`src/rtl/coin_bank.sv`:
```
// coin_bank: credit keeper that sits directly upstream of the vending dispenser.
//   Each coin slot is synchronized and debounced. A debounced rising edge
//   adds credit in 5-cent units, saturating at MAX_CREDIT. The dispenser's
//   down_* pulses subtract credit. coin_return pays the remaining credit
//   back out as a timed train of change-coin pulses.
// Ports:
//   clk, reset                  clock; asynchronous active-high reset
//   coin_5/coin_10/coin_25      raw, bouncy slot levels
//   coin_return                 one-cycle refund request
//   down_5/down_10/down_25      dispenser charge pulses (1/2/5 units)
//   coinVal                     registered credit in 5-cent units
//   enable                      dispenser enable (state CREDIT)
//   coin_reject                 one-cycle pulse: accepted coin edge not credited
//   ret_5/ret_10/ret_25         one-cycle change-eject pulses
//   returning                   high while paying out

// Per-slot input path: 2-flop synchronizer, debouncer, rising-edge pulse.
module coin_debounce #(
  parameter int DEBOUNCE_CYCLES = 8
) (
  input  logic clk,
  input  logic reset,
  input  logic raw,
  output logic ins
);
  localparam int CW = $clog2(DEBOUNCE_CYCLES > 1 ? DEBOUNCE_CYCLES : 2);

  logic          s1, s2, deb;
  logic [CW-1:0] cnt;

  always_ff @(posedge clk or posedge reset) begin
    if (reset) begin
      s1  <= 1'b0;
      s2  <= 1'b0;
      deb <= 1'b0;
      cnt <= '0;
      ins <= 1'b0;
    end else begin
      s1  <= raw;
      s2  <= s1;
      ins <= 1'b0;
      if (s2 == deb) begin
        cnt <= '0;
      end else if (cnt == CW'(DEBOUNCE_CYCLES - 1)) begin
        deb <= ~deb;
        cnt <= '0;
        ins <= ~deb;  // only the 0->1 toggle produces an insert
      end else begin
        cnt <= cnt + CW'(1);
      end
    end
  end
endmodule

module coin_bank #(
  parameter int DEBOUNCE_CYCLES = 8,
  parameter int MAX_CREDIT      = 63,
  parameter int RETURN_TICKS    = 4
) (
  input  logic       clk,
  input  logic       reset,
  input  logic       coin_5,
  input  logic       coin_10,
  input  logic       coin_25,
  input  logic       coin_return,
  input  logic       down_5,
  input  logic       down_10,
  input  logic       down_25,
  output logic [5:0] coinVal,
  output logic       enable,
  output logic       coin_reject,
  output logic       ret_5,
  output logic       ret_10,
  output logic       ret_25,
  output logic       returning
);
  localparam int NUM_SLOTS = 3;
  localparam int TW        = $clog2(RETURN_TICKS > 1 ? RETURN_TICKS : 2);

  typedef enum logic [1:0] {S_IDLE, S_CREDIT, S_RETURN} state_t;

  // Slot order everywhere: [0]=nickel, [1]=dime, [2]=quarter.
  logic [NUM_SLOTS-1:0] raw, ins;
  assign raw = {coin_25, coin_10, coin_5};

  coin_debounce #(.DEBOUNCE_CYCLES(DEBOUNCE_CYCLES)) u_deb [NUM_SLOTS-1:0] (
    .clk   (clk),
    .reset (reset),
    .raw   (raw),
    .ins   (ins)
  );

  state_t        state, state_nxt;
  logic [5:0]    credit, credit_nxt;
  logic [TW-1:0] timer, timer_nxt;
  logic          rej_nxt;
  logic [2:0]    ret_nxt;  // {25,10,5}
  logic [7:0]    credit8, sub, acc;

  assign credit8 = {2'b00, credit};
  assign sub     = (down_5 ? 8'd1 : 8'd0) + (down_10 ? 8'd2 : 8'd0) + (down_25 ? 8'd5 : 8'd0);

  always_comb begin
    state_nxt  = state;
    credit_nxt = credit;
    timer_nxt  = '0;
    rej_nxt    = 1'b0;
    ret_nxt    = 3'b000;
    acc        = 8'd0;
    case (state)
      S_RETURN: begin
        rej_nxt = |ins;
        if (timer == TW'(RETURN_TICKS - 1)) begin
          if (credit >= 6'd5) begin
            ret_nxt    = 3'b100;
            credit_nxt = credit - 6'd5;
          end else if (credit >= 6'd2) begin
            ret_nxt    = 3'b010;
            credit_nxt = credit - 6'd2;
          end else if (credit != 6'd0) begin
            ret_nxt    = 3'b001;
            credit_nxt = credit - 6'd1;
          end
        end else begin
          timer_nxt = timer + TW'(1);
        end
        if (credit_nxt == 6'd0) state_nxt = S_IDLE;
      end
      default: begin
        // Charges first (clamped at 0), then coins largest-first; a coin
        // that would push past MAX_CREDIT is dropped and flagged.
        acc = (credit8 >= sub) ? credit8 - sub : 8'd0;
        if (ins[2]) begin
          if (acc + 8'd5 <= 8'(MAX_CREDIT)) acc = acc + 8'd5;
          else                              rej_nxt = 1'b1;
        end
        if (ins[1]) begin
          if (acc + 8'd2 <= 8'(MAX_CREDIT)) acc = acc + 8'd2;
          else                              rej_nxt = 1'b1;
        end
        if (ins[0]) begin
          if (acc + 8'd1 <= 8'(MAX_CREDIT)) acc = acc + 8'd1;
          else                              rej_nxt = 1'b1;
        end
        credit_nxt = acc[5:0];
        if (state == S_CREDIT) begin
          if (coin_return)       state_nxt = S_RETURN;
          else if (acc == 8'd0)  state_nxt = S_IDLE;
        end else if (acc != 8'd0) begin
          state_nxt = S_CREDIT;
        end
      end
    endcase
  end

  always_ff @(posedge clk or posedge reset) begin
    if (reset) begin
      state       <= S_IDLE;
      credit      <= '0;
      timer       <= '0;
      coin_reject <= 1'b0;
      ret_25      <= 1'b0;
      ret_10      <= 1'b0;
      ret_5       <= 1'b0;
    end else begin
      state       <= state_nxt;
      credit      <= credit_nxt;
      timer       <= timer_nxt;
      coin_reject <= rej_nxt;
      {ret_25, ret_10, ret_5} <= ret_nxt;
    end
  end

  // Credit and state share one edge, so coinVal is never behind enable.
  assign coinVal   = credit;
  assign enable    = (state == S_CREDIT);
  assign returning = (state == S_RETURN);
endmodule

```
`config.mk`:
```
export PLATFORM = sky130hd
export DESIGN_NAME = coin_bank
export DESIGN_NICKNAME = d
export VERILOG_FILES = /design/src/rtl/coin_bank.sv
export SDC_FILE = /design/constraint.sdc
export NUM_CORES = 1
export LEC_CHECK = 0
export CORE_MARGIN = 2
export CORE_UTILIZATION = 25
export DETAILED_ROUTE_END_ITERATION = 10
export GPL_TIMING_DRIVEN = 0
export PLACE_DENSITY = 0.49
export SYNTH_ARGS = -nofsm -noshare
export SYNTH_HDL_FRONTEND = slang
export SYNTH_HIERARCHICAL = 1
export SYNTH_SLANG_ARGS = --single-unit
```
`constraint.sdc`:
```
create_clock -name clk -period 5 [get_ports clk]
set_input_delay 1 -clock clk [delete_from_list [all_inputs] [get_ports clk]]
set_output_delay 1 -clock clk [all_outputs]
set_load 0.02 [all_outputs]
```
==> results of run 1 <==
-- cell type report --
class,count,area [um2]
fillers,1267,8280
multi-input cells,276,2400
flip-flops and latches,35,876
repair buffers,46,402
well taps,172,215
clock buffers,5,125
inverters,19,71.3
plain buffers,8,51.3
clock inverters,3,43.8
-- kinds of logic (layout without fill, tap and decap cells) --
family	after synthesis	after routing	share of synthesized area [%]
AOI/OAI and AO/OA	94	94	23.8
xor gates and xnor gates	19	19	5.87
and+or+nand+nor	123	123	22.9
buffers and inverters	29	81	4.36
adders and majority gates	27	27	11.0
muxes	13	13	4.33
DFF	35	35	27.8
-- final timing paths --
check | from | end | slack (ns)
setup / recovery | down_25 | state[1] | -0.77
hold / removal | u_deb[1]/s1 | u_deb[1]/s2 | 0.35
setup reg to reg | coinVal[0] | state[1] | -0.39
hold reg to reg | u_deb[1]/s1 | u_deb[1]/s2 | 0.35
max in group asynchronous | reset | coinVal[3] | 3.42
min in group asynchronous | reset | u_deb[2]/cnt[1] | 1.03
-- timing repair --
| item | CTS | global route |
|---|---|---|
| endpoints found under the setup margin | 9 | 9 |
| pin swaps | 16 | 24 |
| resized for setup | 31 | 14 |
| hold buffers | 0 | 0 |
| buffers inserted | 17 | 9 |
-- layout by cell type, fill, tap and decap left out, types with 3 or more instances in the layout --
cell type	n
nand2b_1	7
dfrtp_1	35
clkbuf_16	5
and2_1	10
nand3_1	9
nor3b_2	3
or3_4	3
clkdlybuf4s50_1	17
buf_6	3
xnor2_1	7
o211ai_1	5
nor3_1	13
nand2_1	18
ha_1	19
o21ai_0	15
o21a_1	5
inv_2	3
a211oi_1	4
clkbuf_1	3
a21oi_1	19
buf_4	27
and3b_2	3
a31oi_1	3
and3_1	4
mux2i_1	6
and4_1	3
o21ai_1	4
inv_1	16
nor2_1	23
mux2_1	3
xor2_1	5
ha_4	6
xnor2_2	3
-- power by group --
group | internal [uW] | switching (uW)
registers | 363 | 89.1
clock network | 235 | 115
logic | 1010 | 1280
total | 1600 | 1480
-- synthesized netlist by cell type, drive strengths merged, types with 3 or more instances --
cell type / n
and3: 6
a21oi: 21
o21ai: 21
inv: 19
dfrtp: 35
nor3: 14
a31oi: 4
nor2: 25
nand2: 21
o31ai: 3
nand2b: 8
and3b: 4
clkbuf: 4
nand3: 11
nor3b: 4
xnor2: 11
ha: 26
o21a: 5
mux2i: 8
or3: 5
and4: 3
a211oi: 5
o211ai: 7
buf: 6
nor2b: 3
and2: 10
nor4: 4
mux2: 5
xor2: 8
-- sequential cells by signal (all words and copies together), names as in the netlist --
| name | count |
|---|---|
| u_deb/ins | 3 |
| ret_5 | 1 |
| u_deb/cnt | 9 |
| coin_reject | 1 |
| u_deb/s2 | 3 |
| state | 2 |
| coinVal | 6 |
| ret_25 | 1 |
| timer | 2 |
| ret_10 | 1 |
| u_deb/s1 | 3 |
| u_deb/deb | 3 |
-- metal layers --
| metal | vias to the layer above | track usage [%] | wire length (um) |
|---|---|---|---|
| li1 | 1353 | - | - |
| met1 | 1343 | 16.0 | 3670 |
| met2 | 31 | 21.0 | 3810 |
| met3 | 6 | 1.30 | 130 |
| met4 | 0 | 2.78 | 66 |
| met5 | - | 0 | 0 |
-- stage by stage --
step                util, %  setup WS [ns]
floorplan                 -         -0.799
CTS                    32.4         -0.764
global placement       29.3          -1.99
global route           33.6         -0.971
finish                 33.6         -0.771
detailed placement     29.3          -2.10
==> run_summary.xml, run 1 <==
<?xml version="1.0" encoding="UTF-8"?>
<metrics>
  <group name="clock_network">
    <metric name="cts.path.max_buffers" unit="">2</metric>
    <metric name="cts_h_tree_depth" unit="">2</metric>
    <metric name="clkLatencyLatePin" unit="ns">0.28</metric>
    <metric name="ctsRootBufferMaster" unit="">clkbuf_16</metric>
    <metric name="clock_sinks" unit="">35</metric>
    <metric name="tritoncts_clock_tree" unit="">done</metric>
    <metric name="cts.clk_slew.worst_paths" unit="ns">0.06</metric>
    <metric name="cts_inserted_buffers" unit="">5</metric>
  </group>
  <group name="placement">
    <metric name="placed_cells_incl_taps" unit="">532</metric>
    <metric name="detailedPlacementHpwl" unit="um">5710</metric>
    <metric name="io_buffers" unit="">20</metric>
    <metric name="placed_area" unit="um2">3650</metric>
    <metric name="finalWeightedCongestion" unit="">0.871</metric>
  </group>
  <group name="sta">
    <metric name="max_freq" unit="GHz">0.173</metric>
    <metric name="post-route-period-util" unit="%">115</metric>
    <metric name="rsz0062_at_grt" unit="">true</metric>
    <metric name="tightestPinTransition" unit="ns">0.711</metric>
    <metric name="whs" unit="ns">0.350</metric>
    <metric name="setup_tns" unit="ns">-4.12</metric>
    <metric name="finalHoldViolations" unit="">0</metric>
    <metric name="maxSlewViolCount" unit="">0</metric>
    <metric name="worst_path_setup_slack_after_routing" unit="ns">-0.771</metric>
    <metric name="min_period" unit="ns">5.77</metric>
    <metric name="layout_skew" unit="ns">0.00418</metric>
    <metric name="max_slew_margin" unit="%">52.2</metric>
    <metric name="setup-violations-final" unit="">9</metric>
  </group>
  <group name="setup_path">
    <metric name="kind_of_launch_point_of_the_worst_setup_path" unit="">primary input</metric>
    <metric name="critPathMaxStageDelay" unit="ns">0.42</metric>
    <metric name="critPathRequiredTime" unit="ns">5.21</metric>
    <metric name="timing.critical_path.depth" unit="">24</metric>
    <metric name="critical-path-slowest-cell" unit="">or3_4</metric>
    <metric name="cpLargestDelayFamily" unit="">simple AND/OR/NAND/NOR gates</metric>
    <metric name="critPathCaptureType" unit="">register</metric>
    <metric name="critical-path-top-cell-by-count" unit="">ha_4</metric>
    <metric name="timing.critical_path.fanout_max" unit="">4</metric>
    <metric name="cp.arrival" unit="ns">5.99</metric>
    <metric name="ff2ff_path_depth" unit="">23</metric>
    <metric name="worstPathCellList" unit="">buf_8, ha_4, ha_4, inv_2, fa_2, and3_4, or3_4, a221oi_4, o21ai_4, or3_4, nand3_4, mux2i_4, ha_4, nand2_4, nor3_4, o21ai_4, xnor2_2, ha_2, nand3_2, nor4_4, xor2_2, o2111ai_2, o31a_1, nand2_1</metric>
    <metric name="timing.critical_path.buf_inv" unit="">2</metric>
    <metric name="criticalPathCategory" unit="">in -&gt; reg</metric>
  </group>
  <group name="grt">
    <metric name="grt_pass1_vias" unit="">2727</metric>
    <metric name="antenna_found_initial" unit="">0</metric>
    <metric name="grt_max_degree" unit="">15</metric>
    <metric name="global_route_wire_length_before_repair" unit="um">13200</metric>
    <metric name="overall_overflow_remaining_after_global_route" unit="">0</metric>
    <metric name="gr-usage-all-layers" unit="%">12.0</metric>
  </group>
  <group name="worst_hold_path">
    <metric name="worst_hold_path_type" unit="">reg -&gt; reg</metric>
    <metric name="whs_path_depth" unit="">0</metric>
  </group>
  <group name="yosys">
    <metric name="yosys_warnings" unit="">6</metric>
    <metric name="number_of_flops_mapped_to_enable_cells_by_yosys" unit="">0</metric>
    <metric name="yosys.cell_types.count" unit="">79</metric>
    <metric name="synth_area_leader_cell" unit="">dfrtp_1</metric>
    <metric name="post_synth_main_area_contributors" unit="">dfrtp_1 28%, ha_1 10%, a21oi_1 3.2%</metric>
    <metric name="syn-mean-instance-area" unit="um2">9.27</metric>
    <metric name="syn_nets" unit="">376</metric>
    <metric name="syn-instance-count" unit="">340</metric>
    <metric name="yosysSeqAreaShare" unit="%">27.8</metric>
    <metric name="post-synth-top-area-fraction" unit="%">27.8</metric>
    <metric name="most_instantiated_flip_flop_cell_in_the_synthesis_netlist" unit="">dfrtp_1</metric>
    <metric name="mappedNetlistArea" unit="um2">3150</metric>
    <metric name="synth_async_sr_flop_share" unit="%">100</metric>
    <metric name="synth-seq-cells" unit="">35</metric>
  </group>
  <group name="cells_and_area">
    <metric name="final_cell_count_no_fill" unit="">564</metric>
    <metric name="layout-drive-gt1-share" unit="%">27.6</metric>
    <metric name="design.final.nets" unit="">427</metric>
    <metric name="finalInstanceArea" unit="um2">4180</metric>
    <metric name="diodes" unit="">0</metric>
    <metric name="area_growth_syn_to_layout" unit="%">32.7</metric>
  </group>
  <group name="run_status">
    <metric name="status" unit="">finished, violations left</metric>
    <metric name="violations" unit="">setup timing</metric>
  </group>
  <group name="pwr">
    <metric name="peakVddDrop" unit="V">0.000294</metric>
    <metric name="finalPower" unit="uW">3090</metric>
    <metric name="power_per_cell_area" unit="nW/um2">738</metric>
    <metric name="leakage" unit="uW">0.00172</metric>
  </group>
  <group name="floorplanning">
    <metric name="initial_utilization" unit="%">25.3</metric>
    <metric name="cell_row_count" unit="">41</metric>
    <metric name="fp.dieH" unit="um">116</metric>
    <metric name="floorplan.io_pins" unit="">21</metric>
    <metric name="die_area" unit="um2">13500</metric>
    <metric name="design.core.area" unit="um2">12500</metric>
    <metric name="die_width" unit="um">116</metric>
  </group>
  <group name="routing">
    <metric name="route.detailed.vias_per_inst" unit="">4.85</metric>
    <metric name="dr_total_vias" unit="">2733</metric>
    <metric name="drt_drc_violations_left" unit="">0</metric>
    <metric name="finalWirelength" unit="um">7680</metric>
    <metric name="dr_wl_cell" unit="um">13.6</metric>
    <metric name="drt.antenna.violating_nets" unit="">0</metric>
    <metric name="detail_route.iter0.violations" unit="">100</metric>
    <metric name="drt_pre_antenna_iters" unit="">4</metric>
  </group>
  <group name="run">
    <metric name="drv.max_cap_violation_count" unit="">0</metric>
  </group>
</metrics>
(Power assumes the default switching activity.)
==> run 2, diff against run 1 <==
--- a/config.mk
+++ b/config.mk
@@ -14,3 +14,4 @@
 export SYNTH_HDL_FRONTEND = slang
 export SYNTH_HIERARCHICAL = 1
 export SYNTH_SLANG_ARGS = --single-unit
+export TNS_END_PERCENT = 10
==> run 2 against run 1 <==
Die area unchanged. Critical endpoint unchanged. The run still ends with setup timing left. Largest cell class unchanged. Flip-flop and latch count unchanged. Total power down 1.2%. Hold slack gained 0.0034 ns. Via count is 0.22% higher.
==> run_summary.xml, run 2 (synthesized netlist as in run 1, its figures left out) <==
<?xml version="1.0" encoding="UTF-8"?>
<metrics>
  <group name="sta">
    <metric name="tightestPinTransition" unit="ns">0.694</metric>
    <metric name="maxSlewViolCount" unit="">0</metric>
    <metric name="max_slew_margin" unit="%">53.4</metric>
    <metric name="min_period" unit="ns">5.77</metric>
    <metric name="max_freq" unit="GHz">0.173</metric>
    <metric name="finalHoldViolations" unit="">0</metric>
    <metric name="worst_path_setup_slack_after_routing" unit="ns">-0.767</metric>
    <metric name="rsz0062_at_grt" unit="">true</metric>
    <metric name="setup_tns" unit="ns">-4.02</metric>
    <metric name="layout_skew" unit="ns">0.00169</metric>
    <metric name="setup-violations-final" unit="">9</metric>
    <metric name="post-route-period-util" unit="%">115</metric>
  </group>
  <group name="clock_network">
    <metric name="clkLatencyLatePin" unit="ns">0.27</metric>
    <metric name="cts.clk_slew.worst_paths" unit="ns">0.05</metric>
    <metric name="cts_h_tree_depth" unit="">2</metric>
    <metric name="ctsRootBufferMaster" unit="">clkbuf_16</metric>
    <metric name="clock_sinks" unit="">35</metric>
    <metric name="tritoncts_clock_tree" unit="">done</metric>
    <metric name="cts.path.max_buffers" unit="">2</metric>
    <metric name="post_cts_hold_buffer_count" unit="">0</metric>
    <metric name="cts_inserted_buffers" unit="">5</metric>
  </group>
  <group name="routing">
    <metric name="drt_drc_violations_left" unit="">0</metric>
    <metric name="dr_wl_cell" unit="um">13.6</metric>
    <metric name="detail_route.iter0.violations" unit="">113</metric>
    <metric name="drt_pre_antenna_iters" unit="">4</metric>
    <metric name="drt.antenna.violating_nets" unit="">0</metric>
    <metric name="route.detailed.vias_per_inst" unit="">4.84</metric>
    <metric name="finalWirelength" unit="um">7680</metric>
    <metric name="dr_total_vias" unit="">2739</metric>
  </group>
  <group name="floorplanning">
    <metric name="cell_row_count" unit="">41</metric>
    <metric name="initial_utilization" unit="%">25.3</metric>
    <metric name="fp.dieH" unit="um">116</metric>
    <metric name="die_area" unit="um2">13500</metric>
    <metric name="design.core.area" unit="um2">12500</metric>
    <metric name="floorplan.io_pins" unit="">21</metric>
    <metric name="die_width" unit="um">116</metric>
  </group>
  <group name="setup_path">
    <metric name="critPathCaptureType" unit="">register</metric>
    <metric name="cpLargestDelayFamily" unit="">simple AND/OR/NAND/NOR gates</metric>
    <metric name="critPathMaxStageDelay" unit="ns">0.42</metric>
    <metric name="worst_reg2reg_path_endpoint" unit="">state[1]</metric>
    <metric name="criticalPathCategory" unit="">in -&gt; reg</metric>
    <metric name="ff2ff_path_depth" unit="">23</metric>
    <metric name="critPathRequiredTime" unit="ns">5.21</metric>
    <metric name="worstPathCellList" unit="">buf_8, ha_4, ha_4, inv_2, fa_2, and3_4, or3_4, a221oi_4, o21ai_4, or3_4, nand3_4, mux2i_4, ha_4, nand2_4, nor3_4, o21ai_4, xnor2_2, ha_2, nand3_2, nor4_4, xor2_2, o2111ai_2, o31a_1, nand2_1</metric>
    <metric name="critical-path-slowest-cell" unit="">or3_4</metric>
    <metric name="kind_of_launch_point_of_the_worst_setup_path" unit="">primary input</metric>
    <metric name="critical-path-top-cell-by-count" unit="">ha_4</metric>
    <metric name="r2r_slack" unit="ns">-0.37</metric>
    <metric name="timing.critical_path.fanout_max" unit="">4</metric>
    <metric name="cp.arrival" unit="ns">5.98</metric>
    <metric name="worst_r2r_startpoint" unit="">coinVal[0]</metric>
    <metric name="timing.critical_path.buf_inv" unit="">2</metric>
  </group>
  <group name="placement">
    <metric name="detailedPlacementHpwl" unit="um">5710</metric>
    <metric name="finalWeightedCongestion" unit="">0.877</metric>
    <metric name="io_buffers" unit="">20</metric>
  </group>
  <group name="grt">
    <metric name="overall_overflow_remaining_after_global_route" unit="">0</metric>
    <metric name="grt_pass1_vias" unit="">2711</metric>
    <metric name="global_route_wire_length_before_repair" unit="um">13000</metric>
    <metric name="gr-usage-all-layers" unit="%">11.8</metric>
    <metric name="antenna_found_initial" unit="">0</metric>
    <metric name="grt_max_degree" unit="">15</metric>
  </group>
  <group name="worst_hold_path">
    <metric name="worst_hold_path_type" unit="">reg -&gt; reg</metric>
    <metric name="whs_path_depth" unit="">0</metric>
    <metric name="min-delay-start" unit="">u_deb[2]/s1</metric>
    <metric name="whs_endpoint" unit="">u_deb[2]/s2</metric>
  </group>
  <group name="cells_and_area">
    <metric name="diodes" unit="">0</metric>
    <metric name="layout_commonest_cell" unit="">dfrtp_1</metric>
    <metric name="fillerInstances" unit="">1289</metric>
    <metric name="final-seq-area" unit="um2">876</metric>
    <metric name="design.final.nets" unit="">429</metric>
    <metric name="area_growth_syn_to_layout" unit="%">31.9</metric>
    <metric name="mostFrequentLayoutCells" unit="">35 x dfrtp_1, 26 x buf_4, 23 x nor2_1</metric>
    <metric name="largest_register_by_flop_count" unit="">u_deb/cnt</metric>
    <metric name="total_area_of_multi_input_combinational_cells" unit="um2">2370</metric>
    <metric name="layout.core_utilization" unit="%">33.4</metric>
    <metric name="layout-drive-gt1-share" unit="%">27.4</metric>
    <metric name="largest_register_ff_count" unit="">9</metric>
  </group>
  <group name="run_status">
    <metric name="status" unit="">finished, violations left</metric>
    <metric name="violations" unit="">setup timing</metric>
  </group>
  <group name="pwr">
    <metric name="leakage" unit="uW">0.00171</metric>
    <metric name="peakVddDrop" unit="V">0.000307</metric>
    <metric name="finalPower" unit="uW">3050</metric>
    <metric name="power_per_cell_area" unit="nW/um2">734</metric>
  </group>
  <group name="run">
    <metric name="drv.max_cap_violation_count" unit="">0</metric>
  </group>
</metrics>
-- run 2: area by class of cell --
cell class | count | area share (%)
buffer | 8 | 1.23
inverter | 19 | 1.72
clock inverter | 2 | 0.301
tap | 172 | 5.18
timing repair buffer | 48 | 10.3
sequential | 35 | 21.1
clock buffer | 6 | 3.10
multi-input combinational | 276 | 57.1
-- run 2: through the flow --
step	cell area, um2	setup WS [ns]	hold WS, ns	instances
2_1_floorplan	3240	-0.800	0.331	340
3_3_place_gp	3650	-1.98	0.334	532
3_5_place_dp	3650	-2.04	0.344	532
4_1_cts	4020	-0.750	0.357	557
5_1_grt	4160	-1.01	0.367	566
6_report	4160	-0.767	0.353	566
-- run 2: how the worst max path moves through the flow --
| stage | startpoint | endpoint | slack, ns | cells past startpoint |
|---|---|---|---|---|
| CTS | down_25 | state[1] | -0.75 | 25 |
| global placement | down_25 | state[1] | -1.98 | 27 |
| finish | down_25 | state[1] | -0.77 | 24 |
| detailed placement | down_25 | state[1] | -2.04 | 27 |
| global route | down_25 | state[1] | -1.01 | 24 |
| floorplan | down_5 | state[1] | -0.80 | 24 |
-- run 2: repair_timing --
item / 4_1_cts / 5_1_grt
pin swaps: 18 / 15
gates cloned: 0 / 0
resized for setup: 31 / 13
endpoints found under the hold margin: 0 / 0
setup endpoints to repair: 9 / 9
buffers inserted: 18 / 10
-- run 2: metal layers --
metal	part of all wire [%]	wire, um	track usage [%]
met2	49	3790	20.7
met3	2.5	190	1.50
met5	0	0	0
met1	47	3610	15.4
met4	1.0	79	2.70
-- run 2: where the power goes --
| group | switching, uW | internal, uW | total (uW) |
|---|---|---|---|
| Clock | 109 | 183 | 292 |
| Combinational | 1280 | 1030 | 2300 |
| Sequential | 91.3 | 363 | 455 |
